$ cat src/rtl/stopwatch_ctrl_if.sv
// rtl/stopwatch_ctrl_if.sv - control, digit and display signals of the stopwatch sequencer
// master drives pulses and live digits; slave is the controller.
interface stopwatch_ctrl_if;
  logic        start_stop;
  logic        lap_clr;
  logic [3:0]  sec_ones;
  logic [2:0]  sec_tens;
  logic [3:0]  min_ones;
  logic [2:0]  min_tens;
  logic [3:0]  incr;
  logic        clr;
  logic [13:0] disp;
  logic        running;
  logic        frozen;
  logic        rollover;

  modport master (
    output start_stop, lap_clr, sec_ones, sec_tens, min_ones, min_tens,
    input  incr, clr, disp, running, frozen, rollover
  );

  modport slave (
    input  start_stop, lap_clr, sec_ones, sec_tens, min_ones, min_tens,
    output incr, clr, disp, running, frozen, rollover
  );
endinterface

$ cat src/rtl/stopwatch_ctrl.sv
// rtl/stopwatch_ctrl.sv - mm:ss stopwatch sequencer: prescaler, carry strobes, run/pause/lap/clear FSM
// Lap freeze (LAP state, frozen output) is built only when STOPWATCH_LAP_EN is defined.
module stopwatch_ctrl #(
  parameter int TICK_DIV = 100
) (
  input logic            clk,
  input logic            reset,
  stopwatch_ctrl_if.slave sw
);

  localparam int PW = $clog2(TICK_DIV);
  localparam logic [PW-1:0] PRESC_MAX = PW'(TICK_DIV - 1);

  typedef enum logic [1:0] {
    S_IDLE  = 2'd0,
    S_RUN   = 2'd1,
    S_PAUSE = 2'd2,
    S_LAP   = 2'd3
  } state_t;

  state_t         state_q, state_d;
  logic [PW-1:0]  presc_q, presc_d;
  logic [3:0]     incr_q, incr_d;
  logic           clr_q, clr_d;
  logic           roll_q, roll_d;
  logic [13:0]    disp_q, disp_d;
  logic           running_q;
  logic [13:0]    live;
  logic           counting;
  logic           tick;
`ifdef STOPWATCH_LAP_EN
  logic           frozen_q;
`endif

  assign live = {sw.min_tens, sw.min_ones, sw.sec_tens, sw.sec_ones};

  always_comb begin
    counting = (state_q == S_RUN) || (state_q == S_LAP);
    tick     = counting && (presc_q == PRESC_MAX);

    presc_d = presc_q;
    if (counting) begin
      presc_d = tick ? '0 : presc_q + PW'(1);
    end

    // Carry ripple is taken from the live digits, so counters wrap on their own.
    incr_d = '0;
    roll_d = 1'b0;
    if (tick) begin
      incr_d[0] = 1'b1;
      incr_d[1] = (sw.sec_ones == 4'd9);
      incr_d[2] = incr_d[1] && (sw.sec_tens == 3'd5);
      incr_d[3] = incr_d[2] && (sw.min_ones == 4'd9);
      roll_d    = incr_d[3] && (sw.min_tens == 3'd5);
    end

    state_d = state_q;
    clr_d   = 1'b0;
    if (sw.start_stop) begin
      case (state_q)
        S_IDLE:  state_d = S_RUN;
        S_RUN:   state_d = S_PAUSE;
        S_PAUSE: state_d = S_RUN;
        S_LAP:   state_d = S_PAUSE;
        default: state_d = S_IDLE;
      endcase
    end else if (sw.lap_clr) begin
      case (state_q)
        S_IDLE:  clr_d = 1'b1;
        S_RUN: begin
`ifdef STOPWATCH_LAP_EN
          state_d = S_LAP;
`endif
        end
        S_PAUSE: begin
          state_d = S_IDLE;
          clr_d   = 1'b1;
        end
        S_LAP:   state_d = S_RUN;
        default: state_d = S_IDLE;
      endcase
    end

    if (state_d == S_IDLE) begin
      presc_d = '0;
    end

    // disp_q doubles as the freeze register: entering LAP captures, staying in LAP holds.
    disp_d = live;
`ifdef STOPWATCH_LAP_EN
    if ((state_q == S_LAP) && (state_d == S_LAP)) begin
      disp_d = disp_q;
    end
`endif
  end

  always_ff @(posedge clk) begin
    if (!reset) begin
      state_q   <= S_IDLE;
      presc_q   <= '0;
      incr_q    <= '0;
      clr_q     <= 1'b1;
      roll_q    <= 1'b0;
      disp_q    <= '0;
      running_q <= 1'b0;
`ifdef STOPWATCH_LAP_EN
      frozen_q  <= 1'b0;
`endif
    end else begin
      state_q   <= state_d;
      presc_q   <= presc_d;
      incr_q    <= incr_d;
      clr_q     <= clr_d;
      roll_q    <= roll_d;
      disp_q    <= disp_d;
      running_q <= (state_d == S_RUN) || (state_d == S_LAP);
`ifdef STOPWATCH_LAP_EN
      frozen_q  <= (state_d == S_LAP);
`endif
    end
  end

  assign sw.incr     = incr_q;
  assign sw.clr      = clr_q;
  assign sw.rollover = roll_q;
  assign sw.disp     = disp_q;
  assign sw.running  = running_q;
`ifdef STOPWATCH_LAP_EN
  assign sw.frozen   = frozen_q;
`else
  assign sw.frozen   = 1'b0;
`endif

endmodule

$ cat src/flat_wrapper.sv
// flat-port wrapper written by rule: the top's interface ports become plain ports
module stopwatch_ctrl_flat 
#(
  parameter int TICK_DIV = 100
)
  (clk, reset, sw_start_stop, sw_lap_clr, sw_sec_ones, sw_sec_tens, sw_min_ones, sw_min_tens, sw_incr, sw_clr, sw_disp, sw_running, sw_frozen, sw_rollover);
  stopwatch_ctrl_if sw_i ();
  input logic clk;
  input logic reset;
  input wire logic [$bits(sw_i.start_stop)-1:0] sw_start_stop;
  input wire logic [$bits(sw_i.lap_clr)-1:0] sw_lap_clr;
  input wire logic [$bits(sw_i.sec_ones)-1:0] sw_sec_ones;
  input wire logic [$bits(sw_i.sec_tens)-1:0] sw_sec_tens;
  input wire logic [$bits(sw_i.min_ones)-1:0] sw_min_ones;
  input wire logic [$bits(sw_i.min_tens)-1:0] sw_min_tens;
  output wire logic [$bits(sw_i.incr)-1:0] sw_incr;
  output wire logic [$bits(sw_i.clr)-1:0] sw_clr;
  output wire logic [$bits(sw_i.disp)-1:0] sw_disp;
  output wire logic [$bits(sw_i.running)-1:0] sw_running;
  output wire logic [$bits(sw_i.frozen)-1:0] sw_frozen;
  output wire logic [$bits(sw_i.rollover)-1:0] sw_rollover;
  assign sw_i.start_stop = sw_start_stop;
  assign sw_i.lap_clr = sw_lap_clr;
  assign sw_i.sec_ones = sw_sec_ones;
  assign sw_i.sec_tens = sw_sec_tens;
  assign sw_i.min_ones = sw_min_ones;
  assign sw_i.min_tens = sw_min_tens;
  assign sw_incr = sw_i.incr;
  assign sw_clr = sw_i.clr;
  assign sw_disp = sw_i.disp;
  assign sw_running = sw_i.running;
  assign sw_frozen = sw_i.frozen;
  assign sw_rollover = sw_i.rollover;
  stopwatch_ctrl #(.TICK_DIV(TICK_DIV)) u_core (.clk(clk), .reset(reset), .sw(sw_i));
endmodule
$ cat config.mk
export PLATFORM = sky130hd
export DESIGN_NAME = stopwatch_ctrl_flat
export DESIGN_NICKNAME = d
export VERILOG_FILES = /design/src/rtl/stopwatch_ctrl_if.sv /design/src/rtl/stopwatch_ctrl.sv /design/src/flat_wrapper.sv
export SDC_FILE = /design/constraint.sdc
export NUM_CORES = 1
export LEC_CHECK = 0
export CORE_MARGIN = 8
export CORE_UTILIZATION = 44
export CTS_BUF_LIST = sky130_fd_sc_hd__clkbuf_8
export DETAILED_ROUTE_END_ITERATION = 16
export HOLD_SLACK_MARGIN = 0.02
export PLACE_DENSITY_LB_ADDON = 0.25
export SYNTH_ARGS = -nofsm -noshare
export SYNTH_HDL_FRONTEND = slang
export SYNTH_SLANG_ARGS = --single-unit
$ cat constraint.sdc
create_clock -name clk -period 1.6 [get_ports clk]
set_input_delay 0.32 -clock clk [delete_from_list [all_inputs] [get_ports clk]]
set_output_delay 0.32 -clock clk [all_outputs]
set_load 0.005 [all_outputs]
==> run_results.csv <==
group,metric,value,unit
global_routing,grt_max_degree,19,
worst_setup_path,crit_family,"buffers and inverters",
synthesis,ys_types,32,
floorplan,die_h,64.5,um
global_routing,grt.overflow.total,0,
worst_setup_path,critical_path_class,"register to output port",
cells_and_area,fill_cells,181,
cells_and_area,drive_gt1_share,13.3,%
clocking,clk_path_buf_depth,2,
clocking,ctsHoldBuffers,0,
clocking,clock_latency,0.28,ns
detailed_routing,route.vias.total,822,
synthesis,postSynth.asyncResetShare,0,%
clocking,clk_pin_slew_worst_paths,0.06,ns
global_routing,grt_pass1_wl,4.00,mm
detailed_routing,routedWlPerCell,13.9,um
worst_setup_path,cp.required,1.28,ns
synthesis,synth_area,1040,sq um
power,p_sw,330,uW
detailed_routing,drt-pass1-iter-count,4,
clocking,cts.sinks,29,
worst_setup_path,cp-end-kind,"output port",
synthesis,synth.most_common_cell,"dfxtp_1",
synthesis,synth_top_area_cell,"dfxtp_1",
worst_setup_path,crit_buf_inv,1,
detailed_routing,drcViolationCount,0,
job,cap_violations,0,
clocking,ctsRootBufferMaster,"clkbuf_8",
floorplan,dieArea,4160,sq um
placed_design,place_congestion,0.755,
placed_design,hpwl,1.81,mm
worst_setup_path,worst_path_max_delay_cell,"clkdlybuf4s50_1",
synthesis,synth-main-ff-cell,"dfxtp_1",
cells_and_area,final_area,1570,sq um
worst_setup_path,crit_fanout,12,
detailed_routing,via_per_inst,4.81,
power,clkPwrFrac,41.4,%
worst_setup_path,startpoint_type,"register",
sta,setup_viol,0,
power,pwr_density_cell,1000,nW/um^2
power,p_total,1570,uW
synthesis,yosysSeqAreaShare,56.0,%
floorplan,start_util,46.8,%
floorplan,core_region_area,2210,sq um
clocking,cts_tree,"yes",
floorplan,fp.dieW,64.5,um
floorplan,io_pins,40,
cells_and_area,antenna_cells,0,
sta,whs,0.500,ns
placed_design,io_buffers,38,
sta,slew_violations,0,
power,pwr-share-seq,48.7,%
synthesis,yosys-top-cells-count,"29 x dfxtp_1, 14 x and2_1, 8 x nor2_1, 5 x o21ai_0",
worst_setup_path,r2r_slack,0.12,ns
power,pwr-share-comb,9.8,%
synthesis,synth.net_count,116,
worst_setup_path,ff2ff_path_depth,4,
worst_setup_path,cp-endpoint,"sw_running",
worst_setup_path,cp_cell_sequence,"clkdlybuf4s50_1",
status,status,"completed",
detailed_routing,first_iter_violations,14,
sta,fin_crit_sh,95.3,%
worst_setup_path,r2r_start,"u_core.presc_q[0]",
global_routing,antenna_found_initial,0,
synthesis,netlist_top_cells_area,"dfxtp_1 56%, and2_1 8.5%, nor2_1 2.9%",
sta,fin_worst_skew,0.00321,ns
power,ir_drop,948,uV
sta,max_freq,0.656,GHz
clocking,htreeDepth,2,
sta,finalHoldViolCount,0,
clocking,cts_setup_buffers,0,
power,power.leakage,0.000606,uW
worst_setup_path,arrival,1.21,ns
worst_setup_path,rr_endpoint,"u_core.sw.rollover",
synthesis,synth_cells,97,
detailed_routing,wl,2.38,mm
floorplan,rows,17,
synthesis,synth_top_area_share,56.0,%
clocking,cts_resized,1,
worst_setup_path,slowest_delay,0.52,ns
power,p_sw_share,21.0,%
cells_and_area,nets,161,
min_path,hold_path_class,"register to register",
synthesis,ys_warn_count,0,
synthesis,synth_edf_count,0,
placed_design,place_area,1450,sq um
cells_and_area,synthToLayoutAreaGrowth,51.3,%
clocking,cts_buffers,5,
detailed_routing,drtAntennaViolNets,0,
global_routing,grt_util_all_layers,12.3,%
power,p_int,1240,uW
synthesis,avgSynthCellArea,10.7,sq um
worst_setup_path,cp.depth,1,
synthesis,ys_ff_latch,29,
sta,fin_crit,1.53,ns
worst_setup_path,startpoint,"u_core.state_q[0]",
global_routing,first_global_vias,897,
## layout by cell type, fill, tap and decap left out, drive strengths merged, types with 4 or more instances in the layout
master,netlist,final
clkdlybuf4s50,0,38
nand4,4,4
and2,14,14
o21ai,5,5
dfxtp,29,29
clkbuf,1,7
nor2,8,8
## registers in the layout, indices dropped and copies added (netlist names)
register	flops
u_core.sw.incr	4
u_core.sw.rollover	1
u_core.state_q	2
u_core.sw.disp	14
u_core.presc_q	7
u_core.sw.clr	1
## worst register-to-register path: cells and delay by family (launching register included)
family | cells | cell delay [ns]
and+or+nand+nor | 2 | 0.52
DFF | 1 | 0.39
buffers and inverters | 1 | 0.26
adders and majority gates | 1 | 0.23
## metal layers
metal	GRT usage (%)	routed length (um)
met5	0	0
met1	12.9	1000
met3	5.50	171
met4	6.54	39
met2	20.2	1160
## through the flow
stage | setup WS (ns) | setup TNS [ns] | std cells | utilization, %
floorplan | 0.285 | 0 | 97 | -
global placement | 0.00629 | 0 | 163 | 65.6
detailed placement | -0.00297 | -0.00297 | 163 | 65.6
CTS | 0.00921 | 0 | 171 | 70.2
global route | -0.000490 | -0.000490 | 171 | 70.9
finish | 0.0750 | 0 | 171 | 70.9
## kinds of logic (layout without fill, tap and decap cells)
kind of cell / count (synthesis) / after routing / synth area share, %
AND/OR/NAND/NOR: 46 / 46 / 28.5
flip-flops: 29 / 29 / 56.0
XOR/XNOR: 4 / 4 / 3.38
other: 1 / 1 / 0.362
multiplexers: 2 / 2 / 1.93
AO/OA/AOI/OAI: 9 / 9 / 5.68
buffers and inverters: 5 / 51 / 2.90
adder cells (fa/ha/maj): 1 / 1 / 1.21
## worst min path at each step
| stage | depth (start not counted) | endpoint | from | slack (ns) |
|---|---|---|---|---|
| 3_3_place_gp | 2 | u_core.presc_q[6] | u_core.presc_q[6] | 0.47 |
| 2_1_floorplan | 1 | u_core.sw.disp[13] | reset | 0.44 |
| 3_5_place_dp | 2 | u_core.presc_q[6] | u_core.presc_q[6] | 0.49 |
| 4_1_cts | 2 | u_core.presc_q[6] | u_core.presc_q[6] | 0.50 |
| 5_1_grt | 2 | u_core.presc_q[5] | u_core.presc_q[5] | 0.56 |
| 6_report | 2 | u_core.presc_q[6] | u_core.presc_q[6] | 0.50 |
## area by class of cell
cell class | count | area (sq um) | area share [%]
clock inverter | 1 | 5.00 | 0.319
multi-input combinational | 63 | 437 | 27.9
sequential | 29 | 584 | 37.3
tap | 28 | 35.0 | 2.23
inverter | 2 | 7.51 | 0.479
clock buffer | 7 | 96.3 | 6.15
timing repair buffer | 41 | 403 | 25.7
## power by group through the flow
| stage | Clock [uW] | Combinational (uW) | Sequential (uW) |
|---|---|---|---|
| floorplan | 0 | 55.4 | 778 |
| global placement | 0 | 149 | 780 |
| detailed placement | 0 | 152 | 782 |
| CTS | 668 | 154 | 766 |
| global route | 695 | 168 | 769 |
| finish | 651 | 154 | 766 |
(Power assumes the default switching activity.)
